File: config.mk
export PLATFORM = sky130hd
export DESIGN_NAME = oled_frame_sequencer_flat
export DESIGN_NICKNAME = d
export VERILOG_FILES = /design/src/rtl/oled_frame_sequencer_if.sv /design/src/rtl/oled_frame_sequencer.sv /design/src/flat_wrapper.sv
export SDC_FILE = /design/constraint.sdc
export NUM_CORES = 1
export LEC_CHECK = 0
export CAP_MARGIN = 20
export CORE_ASPECT_RATIO = 1.5
export CORE_MARGIN = 2
export CORE_UTILIZATION = 28
export CTS_CLUSTER_SIZE = 24
export DETAILED_ROUTE_END_ITERATION = 10
export PLACE_DENSITY_LB_ADDON = 0.12
export RECOVER_POWER = 25
export SLEW_MARGIN = 40
export SYNTH_ARGS = -nofsm -noshare
export SYNTH_HDL_FRONTEND = slang
export SYNTH_SLANG_ARGS = --single-unit
File: constraint.sdc
create_clock -name clk -period 3.7 [get_ports clk]
set_input_delay 0.37 -clock clk [delete_from_list [all_inputs] [get_ports clk]]
set_output_delay 0.37 -clock clk [all_outputs]
set_load 0.1 [all_outputs]
File: src/rtl/oled_frame_sequencer_if.sv
// Sequencer-side bus bundle: image controller, init ROM, transmitter handshake and status.
interface oled_frame_sequencer_if;
  logic       enable;
  logic [9:0] byte_counter;
  logic [7:0] pixel_data;
  logic [4:0] cmd_index;
  logic [7:0] cmd_byte;
  logic [7:0] tx_data;
  logic       tx_dc;
  logic       tx_valid;
  logic       tx_ready;
  logic       frame_done;
  logic [7:0] frame_count;
  logic       busy;

  modport master (
    input  enable, pixel_data, cmd_byte, tx_ready,
    output byte_counter, cmd_index, tx_data, tx_dc, tx_valid, frame_done, frame_count, busy
  );

  modport slave (
    output enable, pixel_data, cmd_byte, tx_ready,
    input  byte_counter, cmd_index, tx_data, tx_dc, tx_valid, frame_done, frame_count, busy
  );
endinterface

File: src/rtl/oled_frame_sequencer.sv
// 128x64 page-mode OLED stream sequencer: power-up delay, ROM init commands, then
// per-frame address-window prefix followed by the pixel bytes, over a valid/ready link.
module oled_frame_sequencer #(
  parameter int unsigned POWERUP_CYCLES = 16,
  parameter int unsigned INIT_LEN       = 25,
  parameter int unsigned FRAME_GAP      = 1000,
  parameter int unsigned FRAME_BYTES    = 1024
) (
  input  logic                          clk,
  input  logic                          rst_n,
  oled_frame_sequencer_if.master        bus
);

  localparam int unsigned TMR_MAX = (POWERUP_CYCLES > FRAME_GAP) ? POWERUP_CYCLES : FRAME_GAP;
  localparam int unsigned TW      = $clog2(TMR_MAX + 1);
  localparam int unsigned WIN_LEN = 6;

  typedef enum logic [2:0] {
    S_POWERUP,
    S_INIT,
    S_HOLD,
    S_WINDOW,
    S_STREAM,
    S_GAP
  } state_t;

  state_t          r_state;
  logic [TW-1:0]   r_timer;
  logic            r_fetched;
  logic [2:0]      r_win_idx;
  logic [9:0]      r_byte_counter;
  logic [4:0]      r_cmd_index;
  logic [7:0]      r_tx_data;
  logic            r_tx_dc;
  logic            r_tx_valid;
  logic            r_frame_done;
  logic [7:0]      r_frame_count;
  logic            r_busy;

  logic [7:0]      w_src_data;
  logic            w_src_dc;

  // Fixed column 0..127 / page 0..7 address window
  function automatic logic [7:0] window_byte(input logic [2:0] idx);
    case (idx)
      3'd0:    window_byte = 8'h21;
      3'd1:    window_byte = 8'h00;
      3'd2:    window_byte = 8'h7F;
      3'd3:    window_byte = 8'h22;
      3'd4:    window_byte = 8'h00;
      default: window_byte = 8'h07;
    endcase
  endfunction

  // Byte source for the current phase
  always_comb begin
    w_src_data = bus.cmd_byte;
    w_src_dc   = 1'b0;
    if (r_state == S_WINDOW) begin
      w_src_data = window_byte(r_win_idx);
    end else if (r_state == S_STREAM) begin
      w_src_data = bus.pixel_data;
      w_src_dc   = 1'b1;
    end
  end

  always_ff @(posedge clk) begin
    if (!rst_n) begin
      r_state        <= S_POWERUP;
      r_timer        <= '0;
      r_fetched      <= 1'b0;
      r_win_idx      <= '0;
      r_byte_counter <= '0;
      r_cmd_index    <= '0;
      r_tx_data      <= 8'h00;
      r_tx_dc        <= 1'b0;
      r_tx_valid     <= 1'b0;
      r_frame_done   <= 1'b0;
      r_frame_count  <= '0;
      r_busy         <= 1'b1;
    end else begin
      r_frame_done <= 1'b0;
      case (r_state)
        S_POWERUP: begin
          if (r_timer == TW'(POWERUP_CYCLES - 1)) begin
            r_timer <= '0;
            r_state <= S_INIT;
          end else begin
            r_timer <= r_timer + TW'(1);
          end
        end

        // Shared byte engine: address set -> source registers -> capture -> handshake
        S_INIT, S_WINDOW, S_STREAM: begin
          if (r_tx_valid) begin
            if (bus.tx_ready) begin
              r_tx_valid <= 1'b0;
              case (r_state)
                S_INIT: begin
                  if (r_cmd_index == 5'(INIT_LEN - 1)) begin
                    r_state <= S_HOLD;
                    r_busy  <= 1'b0;
                  end else begin
                    r_cmd_index <= r_cmd_index + 5'd1;
                  end
                end
                S_WINDOW: begin
                  if (r_win_idx == 3'(WIN_LEN - 1)) begin
                    r_win_idx <= '0;
                    r_state   <= S_STREAM;
                  end else begin
                    r_win_idx <= r_win_idx + 3'd1;
                  end
                end
                default: begin
                  if (r_byte_counter == 10'(FRAME_BYTES - 1)) begin
                    r_byte_counter <= '0;
                    r_frame_done   <= 1'b1;
                    r_frame_count  <= r_frame_count + 8'd1;
                    r_timer        <= '0;
                    r_state        <= S_GAP;
                  end else begin
                    r_byte_counter <= r_byte_counter + 10'd1;
                  end
                end
              endcase
            end
          end else if (!r_fetched) begin
            r_fetched <= 1'b1;
          end else begin
            r_fetched  <= 1'b0;
            r_tx_valid <= 1'b1;
            r_tx_data  <= w_src_data;
            r_tx_dc    <= w_src_dc;
          end
        end

        S_HOLD: begin
          if (bus.enable) begin
            r_win_idx <= '0;
            r_busy    <= 1'b1;
            r_state   <= S_WINDOW;
          end
        end

        S_GAP: begin
          if (r_timer == TW'(FRAME_GAP - 1)) begin
            r_timer <= '0;
            if (bus.enable) begin
              r_state <= S_WINDOW;
            end else begin
              r_busy  <= 1'b0;
              r_state <= S_HOLD;
            end
          end else begin
            r_timer <= r_timer + TW'(1);
          end
        end

        default: r_state <= S_POWERUP;
      endcase
    end
  end

  assign bus.byte_counter = r_byte_counter;
  assign bus.cmd_index    = r_cmd_index;
  assign bus.tx_data      = r_tx_data;
  assign bus.tx_dc        = r_tx_dc;
  assign bus.tx_valid     = r_tx_valid;
  assign bus.frame_done   = r_frame_done;
  assign bus.frame_count  = r_frame_count;
  assign bus.busy         = r_busy;

endmodule

File: src/flat_wrapper.sv
// flat-port wrapper written by rule: the top's interface ports become plain ports
module oled_frame_sequencer_flat 
#(
  parameter int unsigned POWERUP_CYCLES = 16,
  parameter int unsigned INIT_LEN       = 25,
  parameter int unsigned FRAME_GAP      = 1000,
  parameter int unsigned FRAME_BYTES    = 1024
)
  (clk, rst_n, bus_enable, bus_pixel_data, bus_cmd_byte, bus_tx_ready, bus_byte_counter, bus_cmd_index, bus_tx_data, bus_tx_dc, bus_tx_valid, bus_frame_done, bus_frame_count, bus_busy);
  oled_frame_sequencer_if bus_i ();
  input  logic clk;
  input  logic rst_n;
  input wire logic [$bits(bus_i.enable)-1:0] bus_enable;
  input wire logic [$bits(bus_i.pixel_data)-1:0] bus_pixel_data;
  input wire logic [$bits(bus_i.cmd_byte)-1:0] bus_cmd_byte;
  input wire logic [$bits(bus_i.tx_ready)-1:0] bus_tx_ready;
  output wire logic [$bits(bus_i.byte_counter)-1:0] bus_byte_counter;
  output wire logic [$bits(bus_i.cmd_index)-1:0] bus_cmd_index;
  output wire logic [$bits(bus_i.tx_data)-1:0] bus_tx_data;
  output wire logic [$bits(bus_i.tx_dc)-1:0] bus_tx_dc;
  output wire logic [$bits(bus_i.tx_valid)-1:0] bus_tx_valid;
  output wire logic [$bits(bus_i.frame_done)-1:0] bus_frame_done;
  output wire logic [$bits(bus_i.frame_count)-1:0] bus_frame_count;
  output wire logic [$bits(bus_i.busy)-1:0] bus_busy;
  assign bus_i.enable = bus_enable;
  assign bus_i.pixel_data = bus_pixel_data;
  assign bus_i.cmd_byte = bus_cmd_byte;
  assign bus_i.tx_ready = bus_tx_ready;
  assign bus_byte_counter = bus_i.byte_counter;
  assign bus_cmd_index = bus_i.cmd_index;
  assign bus_tx_data = bus_i.tx_data;
  assign bus_tx_dc = bus_i.tx_dc;
  assign bus_tx_valid = bus_i.tx_valid;
  assign bus_frame_done = bus_i.frame_done;
  assign bus_frame_count = bus_i.frame_count;
  assign bus_busy = bus_i.busy;
  oled_frame_sequencer #(.POWERUP_CYCLES(POWERUP_CYCLES), .INIT_LEN(INIT_LEN), .FRAME_GAP(FRAME_GAP), .FRAME_BYTES(FRAME_BYTES)) u_core (.clk(clk), .rst_n(rst_n), .bus(bus_i));
endmodule
# Yosys cells after proc, flatten, opt, wreduce, memory -nomap -nowiden
# Cells that the tools add are included.
# Widths: inputs -> output; s select.
# word_totals
reg_bits	52
output_inout_bits	35
# classes
bitwise	6
reduce_logical	18
muxes	43
n_eq_ne	28
add_sub_neg	5
# op_table
operator	n
$mux 10	7
$mux 3	13
$pmux 10 s3	1
$pmux 7 s4	1
$add 10x1->10 const B	2
$eq 10x10->1 const B	2
$reduce_and 5->1	4
$mux 8	2
$reduce_and 8->1	2
$mux 1	15
$ne 2x1->1 const B	7
$eq 3x2->1 const B	4
$eq 3x3->1 const B	4
$pmux 3 s2	2
$pmux 3 s4	1
$eq 10x4->1 const B	1
$add 8x1->8 const B	1
$ne 2x2->1 const B	4
$eq 3x1->1 const B	2
$logic_not 3->1	2
$not 1->1	6
$reduce_bool 3->1	2
$reduce_or 6->1	1
$add 5x1->5 const B	1
other kinds (12)	13

# Depth between registers and ports, before layout
# Gate-level depths: netlist (run 1).
# depth
depth_word	6
ltp_mapped	7

# Least setup slack after synthesis (run 1)
# No wires, ideal clock.
# synth_path
kind	reg-to-reg
startpoint	register u_core.r_byte_counter[0] (netlist: u_core.bus.byte_counter[0])
endpoint	register u_core.r_timer[8]
t_required_ns	3.627
n_path_buf	0
path_slack_ns	0.859
path_stages_with_launch	7
arrival_time_ns	2.768
path_cell_list	dfxtp_1 ha_1 nand2_1 o41ai_4 nand4_1 or4_1 a21oi_1
# synth_via
elab_chain_cells	3
# synth_lines
element	line	text
start: declaration	oled_frame_sequencer.sv:31	logic [9:0] r_byte_counter;
start signal: assignment	oled_frame_sequencer.sv:123	r_byte_counter <= r_byte_counter + 10'd1;
$eq 10x10->1	oled_frame_sequencer.sv:116	if (r_byte_counter == 10'(FRAME_BYTES - 1)) begin
$ne 2x1->1 (no source line)	-	
$reduce_and 5->1 (no source line)	-	
end signal: assignment	oled_frame_sequencer.sv:89	r_timer <= r_timer + TW'(1);
end signal: assignment	oled_frame_sequencer.sv:156	r_timer <= r_timer + TW'(1);
end: declaration	oled_frame_sequencer.sv:28	logic [TW-1:0] r_timer;
# Every way passes these cells.
# A chain may end at the register's enable or synchronous reset.

# Worst setup path in the final report (run 1)
# layout_path
startpoint	register u_core.r_state[2]
endpoint	register u_core.r_byte_counter[4] (netlist: u_core.bus.byte_counter[4])
# layout_via
elab_chain_cells	4
elab_cells_between_ends	7
# layout_lines
element	line	text
start: declaration	oled_frame_sequencer.sv:27	state_t r_state;
start signal: assignment	oled_frame_sequencer.sv:69	r_state <= S_POWERUP;
start signal: assignment	oled_frame_sequencer.sv:87	r_state <= S_INIT;
start signal: assignment	oled_frame_sequencer.sv:101	r_state <= S_HOLD;
$eq 3x1->1 or $eq 3x2->1 (tied branches)	oled_frame_sequencer.sv:83, oled_frame_sequencer.sv:98	
$reduce_or 2->1 (no source line)	-	
$not 1->1 (no source line)	-	
$reduce_and 4->1 (no source line) *	-	
# Every way passes the cells marked *; elsewhere a longest branch is shown, timed or not.

==> results_dict.tcl, run 1 <==
set metrics [dict create \
    die_w_um 83.27 \
    grt_pass1_vias 2262 \
    cts_buffers 5 \
    r2r_end "u_core.bus.byte_counter[4]" \
    hp-class "flop to flop" \
    yosysTopAreaCellShare 0.3945 \
    root_buffer "clkbuf_16" \
    synth_ff_type "dfxtp_1" \
    worstPathRequired_ns 3.88 \
    drtAntennaViolNets 0 \
    pin_count 55 \
    synthArstFlopShare 0 \
    synth_edf_count 0 \
    drc 0 \
    track_usage 0.1373 \
    setup_viol 0 \
    gpl.final_weighted_congestion 0.7761 \
    yosysTopAreaCell "dfxtp_1" \
    max_slew.worst_pin.slew_ns 1.198 \
    synth_warnings 0 \
    clk_pin_slew_ns 0.07 \
    grt_first_pass_wirelength_mm 11.14 \
    n_antenna_cell 0 \
    cts_tree "built" \
    crit_path_end_kind "flop" \
    initial_utilization 0.2868 \
    period_share 0.6985 \
    cp_max_fo 19 \
    yosys-top-cells-area "dfxtp_1 39%, nor2_1 5.7%, xor2_1 5.0%" \
    postSynthAreaPerCell_um2 8.431 \
    cts.path.max_buffers 2 \
    synth_cells 313 \
    nets 389 \
    avgRoutedWirePerCell_um 14.53 \
    drv_slew 0 \
    worstRegToRegCells 5 \
    drt_pre_antenna_iters 4 \
    routed_via_density 5.038 \
    drt_wl_total_mm 6.914 \
    row_count 43 \
    clock-sinks 52 \
    clk_latency_ns 0.30 \
    hp-start "u_core.bus.tx_data[5]" \
    synth.most_common_cell "dfxtp_1" \
    ctsHoldBuffers 0 \
    path_class "flop to flop" \
    leakagePower_nw 1.167 \
    crit_path_start_kind "flop" \
    yosys-top-cells-count "52 x dfxtp_1, 40 x nor2_1, 33 x nand2_1" \
    port_buffers 54 \
    min_delay_path_depth 2 \
    fin_ws_ns 1.116 \
    ctsResizeCount 0 \
    netlist_area_mm2 0.002639 \
    grt_setup_unrepaired "false" \
    detailed_place_hpwl_mm 5.103 \
    holdPathEnd "u_core.bus.tx_data[5]" \
    ir_worst_vdd_mv 0.1967 \
    h-tree-depth 2 \
    fmax_ghz 0.3869 \
    yosysSeqAreaShare 0.3945 \
    area_growth_pct 22.43 \
    finalSetupTns_ns 0 \
    status "completed" \
    period_minus_slack_ns 2.584 \
    grt_max_degree 30 \
    hold_viol 0 \
    arrival_ns 2.77 \
    drt_iter0_drc 103 \
    vias 2398 \
    maxSlewHeadroom 0.2046 \
    whs_ns 0.4618 \
    overflow 0 \
    syn_nets 339 \
    ys_ff_latch 52 \
    drv_cap 0 \
    p_per_area_mw_per_mm2 450.1 \
    r2r_slack_ns 1.12 \
    dieArea_mm2 0.01023 \
    die_h_um 122.9 \
    ys_types 52 \
    place_ws_ns 1.002 \
    core_area_mm2 0.009200 \
    r2r-start "u_core.r_state[2]" \
    antenna_found_initial 0 \
    cts_setup_buffers 0 \
    finClkSkew_ns 0.004575 \
    drive_gt1_frac 0.09341 \
]
[through the flow]
step / instance area (µm²) / total power, W / instances / util
floorplan: 2639 / 0.0008993 / 313 / -
global placement: 3277 / 0.0009993 / 468 / 0.3562
detailed placement: 3108 / 0.0009925 / 468 / 0.3378
CTS: 3257 / 0.001475 / 476 / 0.3540
global route: 3231 / 0.001536 / 476 / 0.3511
finish: 3231 / 0.001454 / 476 / 0.3511
[cell families after synthesis]
logic type / share of synthesized area
XOR/XNOR: 0.08298
flip-flops: 0.3945
AND/OR/NAND/NOR: 0.3011
multiplexers: 0.01944
AO/OA/AOI/OAI: 0.1432
adder cells (fa/ha/maj): 0.02845
buffers and inverters: 0.03035
[registers in the layout, summed over array words and instances, names as in the netlist]
| signal | cells |
|---|---|
| u_core.bus.tx_valid | 1 |
| u_core.r_timer | 10 |
| u_core.bus.frame_count | 8 |
| u_core.bus.byte_counter | 10 |
| u_core.bus.busy | 1 |
| u_core.r_state | 3 |
| u_core.bus.tx_dc | 1 |
| u_core.bus.cmd_index | 5 |
| u_core.r_win_idx | 3 |
| u_core.bus.tx_data | 8 |
| u_core.bus.frame_done | 1 |
| u_core.r_fetched | 1 |
[critical path: stages (launching register included)]
cell     delay (ns)
dfxtp_1        0.68
or3b_1         0.55
nor4_1         0.70
nand2_1        0.20
nand2_1        0.25
nor2_1         0.08
[how the worst max path moves through the flow]
stage                                    start                         end  slack [ns]  cells after the start
floorplan           u_core.bus.byte_counter[0]           u_core.r_timer[8]        0.86                      6
global placement                  bus_tx_ready     u_core.bus.cmd_index[3]        1.08                      6
detailed placement                bus_tx_ready           u_core.r_timer[4]        1.00                      6
CTS                          u_core.r_state[2]  u_core.bus.byte_counter[4]        1.11                      5
global route                 u_core.r_state[2]  u_core.bus.byte_counter[9]        0.84                      5
finish                       u_core.r_state[2]  u_core.bus.byte_counter[4]        1.12                      5
[layout by cell type (no fill, tap or decap), types with 3 or more instances in the layout]
master            n
and3_1            4
a22oi_1           3
nand2_1          33
dfxtp_1          52
mux2i_1           4
buf_2            14
nand4_1          10
and2_1            3
or3_1             4
inv_1             7
o31ai_1           3
clkdlybuf4s50_1  19
xnor2_1          10
a31oi_1           3
nor3_1            6
nand3b_1          4
a21oi_1          21
clkbuf_16         5
o21ai_0           9
clkbuf_1         21
nand2b_1          4
xor2_1           15
and3b_1           3
nor2_1           40
or4_1             3
nor4_1            3
nand3_1          17
ha_1              6
[power breakdown]
group / leakage [nW] / switching (W) / total [W] / internal, W
clock network: 0.0766 / 0.000208 / 0.000475 / 0.000267
registers: 0.420 / 0.0000512 / 0.000645 / 0.000594
logic: 0.671 / 0.000225 / 0.000335 / 0.000110
[metal layers]
| metal | routed length, µm | vias to the layer above | track usage |
|---|---|---|---|
| met1 | 2903 | 1135 | 0.1514 |
| met4 | 123 | 0 | 0.05840 |
| met2 | 3655 | 32 | 0.2550 |
| met5 | 0 | - | 0 |
| met3 | 231 | 6 | 0.02804 |
| li1 | - | 1225 | - |
[area by class of cell]
| cell class | instances | area [µm²] |
|---|---|---|
| multi-input combinational | 241 | 1524 |
| tap | 112 | 140.1 |
| fill | 971 | 5969 |
| inverter | 8 | 30.03 |
| sequential | 52 | 1041 |
| timing repair buffer | 55 | 346.6 |
| clock inverter | 2 | 10.01 |
| clock buffer | 6 | 138.9 |
Power figures use the tool's default switching activity.
==> run 2, diff against run 1 <==
Clock period 3.7 ns to 2.3 ns, I/O delays scaled along.
==> results_dict.tcl, run 2 (synthesized netlist as in run 1, its figures left out) <==
set metrics [dict create \
    cts_buffers 5 \
    finClkSkew_ns 0.007971 \
    leakagePower_nw 1.248 \
    finalSetupTns_ns 0 \
    placedInstanceArea_mm2 0.003329 \
    routed_via_density 4.988 \
    seqCellArea_mm2 0.001069 \
    track_usage 0.1337 \
    cp-startpoint "u_core.bus.byte_counter[0]" \
    nFillCells 1005 \
    antenna_found_initial 0 \
    die_w_um 83.27 \
    final_cell_mix "40 x nor2_1, 38 x dfxtp_1, 33 x nand2_1, 30 x buf_4, 22 x clkbuf_1" \
    overflow 0 \
    drt_iter0_drc 60 \
    gpl.final_weighted_congestion 0.7774 \
    drive_gt1_frac 0.1609 \
    multi_input_area_mm2 0.001525 \
    clk_pin_slew_ns 0.06 \
    hold_viol 0 \
    drt_pre_antenna_iters 4 \
    period_minus_slack_ns 2.015 \
    fin_area_mm2 0.003415 \
    p_per_area_mw_per_mm2 702.0 \
    crit_path_end_kind "flop" \
    dieArea_mm2 0.01023 \
    initial_utilization 0.2868 \
    r2r-start "u_core.bus.byte_counter[0]" \
    clock-sinks 52 \
    core_area_mm2 0.009200 \
    path_class "flop to flop" \
    max_slew.worst_pin.slew_ns 1.187 \
    crit_path_start_kind "flop" \
    fmax_ghz 0.4963 \
    detailed_place_hpwl_mm 5.084 \
    drc 0 \
    die_h_um 122.9 \
    pin_count 55 \
    grt_setup_unrepaired "false" \
    status "completed" \
    cp_max_fo 5 \
    row_count 43 \
    nets 404 \
    fin_util 0.3711 \
    cts.path.max_buffers 2 \
    vias 2449 \
    whs_ns 0.4559 \
    placedCellCount 483 \
    final_cells 491 \
    drtAntennaViolNets 0 \
    drv_cap 0 \
    maxSlewHeadroom 0.2120 \
    arrival_ns 2.24 \
    h-tree-depth 2 \
    hp-class "flop to flop" \
    cts_tree "built" \
    avgRoutedWirePerCell_um 13.85 \
    final_common_cell "nor2_1" \
    n_antenna_cell 0 \
    drv_slew 0 \
    grt_max_degree 30 \
    period_share 0.8761 \
    drt_wl_total_mm 6.801 \
    ir_worst_vdd_mv 0.4670 \
    hp-start "u_core.bus.tx_data[0]" \
    area_growth_pct 29.40 \
    worstPathRequired_ns 2.52 \
    grt_pass1_vias 2302 \
    setup_viol 0 \
    port_buffers 54 \
    root_buffer "clkbuf_16" \
    clk_latency_ns 0.29 \
    grt_first_pass_wirelength_mm 11.04 \
]
==> run 2: timing repair <==
action	in CTS	in global routing
hold endpoints to repair	0	0
setup buffers	0	0
gates resized for setup	0	1
setup endpoints to repair	0	2
hold buffers	0	0
==> run 2: final timing paths <==
path / depth (start not counted) / to / slack [ns]
setup / recovery: 6 / u_core.r_timer[8] / 0.29
hold / removal: 2 / u_core.bus.tx_data[0] / 0.46
setup reg to reg: 6 / u_core.r_timer[8] / 0.29
hold reg to reg: 2 / u_core.bus.tx_data[0] / 0.46
==> run 2: layout make-up <==
cell class | instances | area share
multi-input combinational | 241 | 0.4467
sequential | 52 | 0.3129
timing repair buffer | 70 | 0.1447
clock buffer | 8 | 0.04580
tap | 112 | 0.04104
inverter | 8 | 0.008794
==> run 2: through the flow <==
stage	power [W]	worst slack (ns)
5_1_grt	0.002531	0.1809
3_5_place_dp	0.001641	0.2050
3_3_place_gp	0.001640	0.2593
2_1_floorplan	0.001442	-0.04281
6_report	0.002397	0.2851
4_1_cts	0.002445	0.2543
==> run 2: critical path, cell delays in order, from the launching register on <==
cell	delay, ns
dfxtp_4	0.37
ha_1	0.19
nand2_1	0.16
o41ai_4	0.38
nand4_1	0.20
or4_1	0.50
a21oi_1	0.15
==> run 2: routing by layer <==
metal	GRT usage	wire (µm)
met1	0.1485	2844
met2	0.2490	3602
met3	0.03271	261
met4	0.04508	93
met5	0	0
==> run 2: power by group <==
| group | total, W | switching, W | internal (W) |
|---|---|---|---|
| sequential | 0.000990 | 0.0000394 | 0.000950 |
| clock | 0.000787 | 0.000323 | 0.000464 |
| combinational | 0.000621 | 0.000400 | 0.000221 |
| total | 0.00240 | 0.000762 | 0.00163 |
==> run 3, diff against run 2 <==
Settings changed: CTS_CLUSTER_DIAMETER set to 40, CTS_CLUSTER_SIZE 24 to 28.
==> results of run 3 <==
No change in the layout: final DEF, timing and power equal those of run 2.
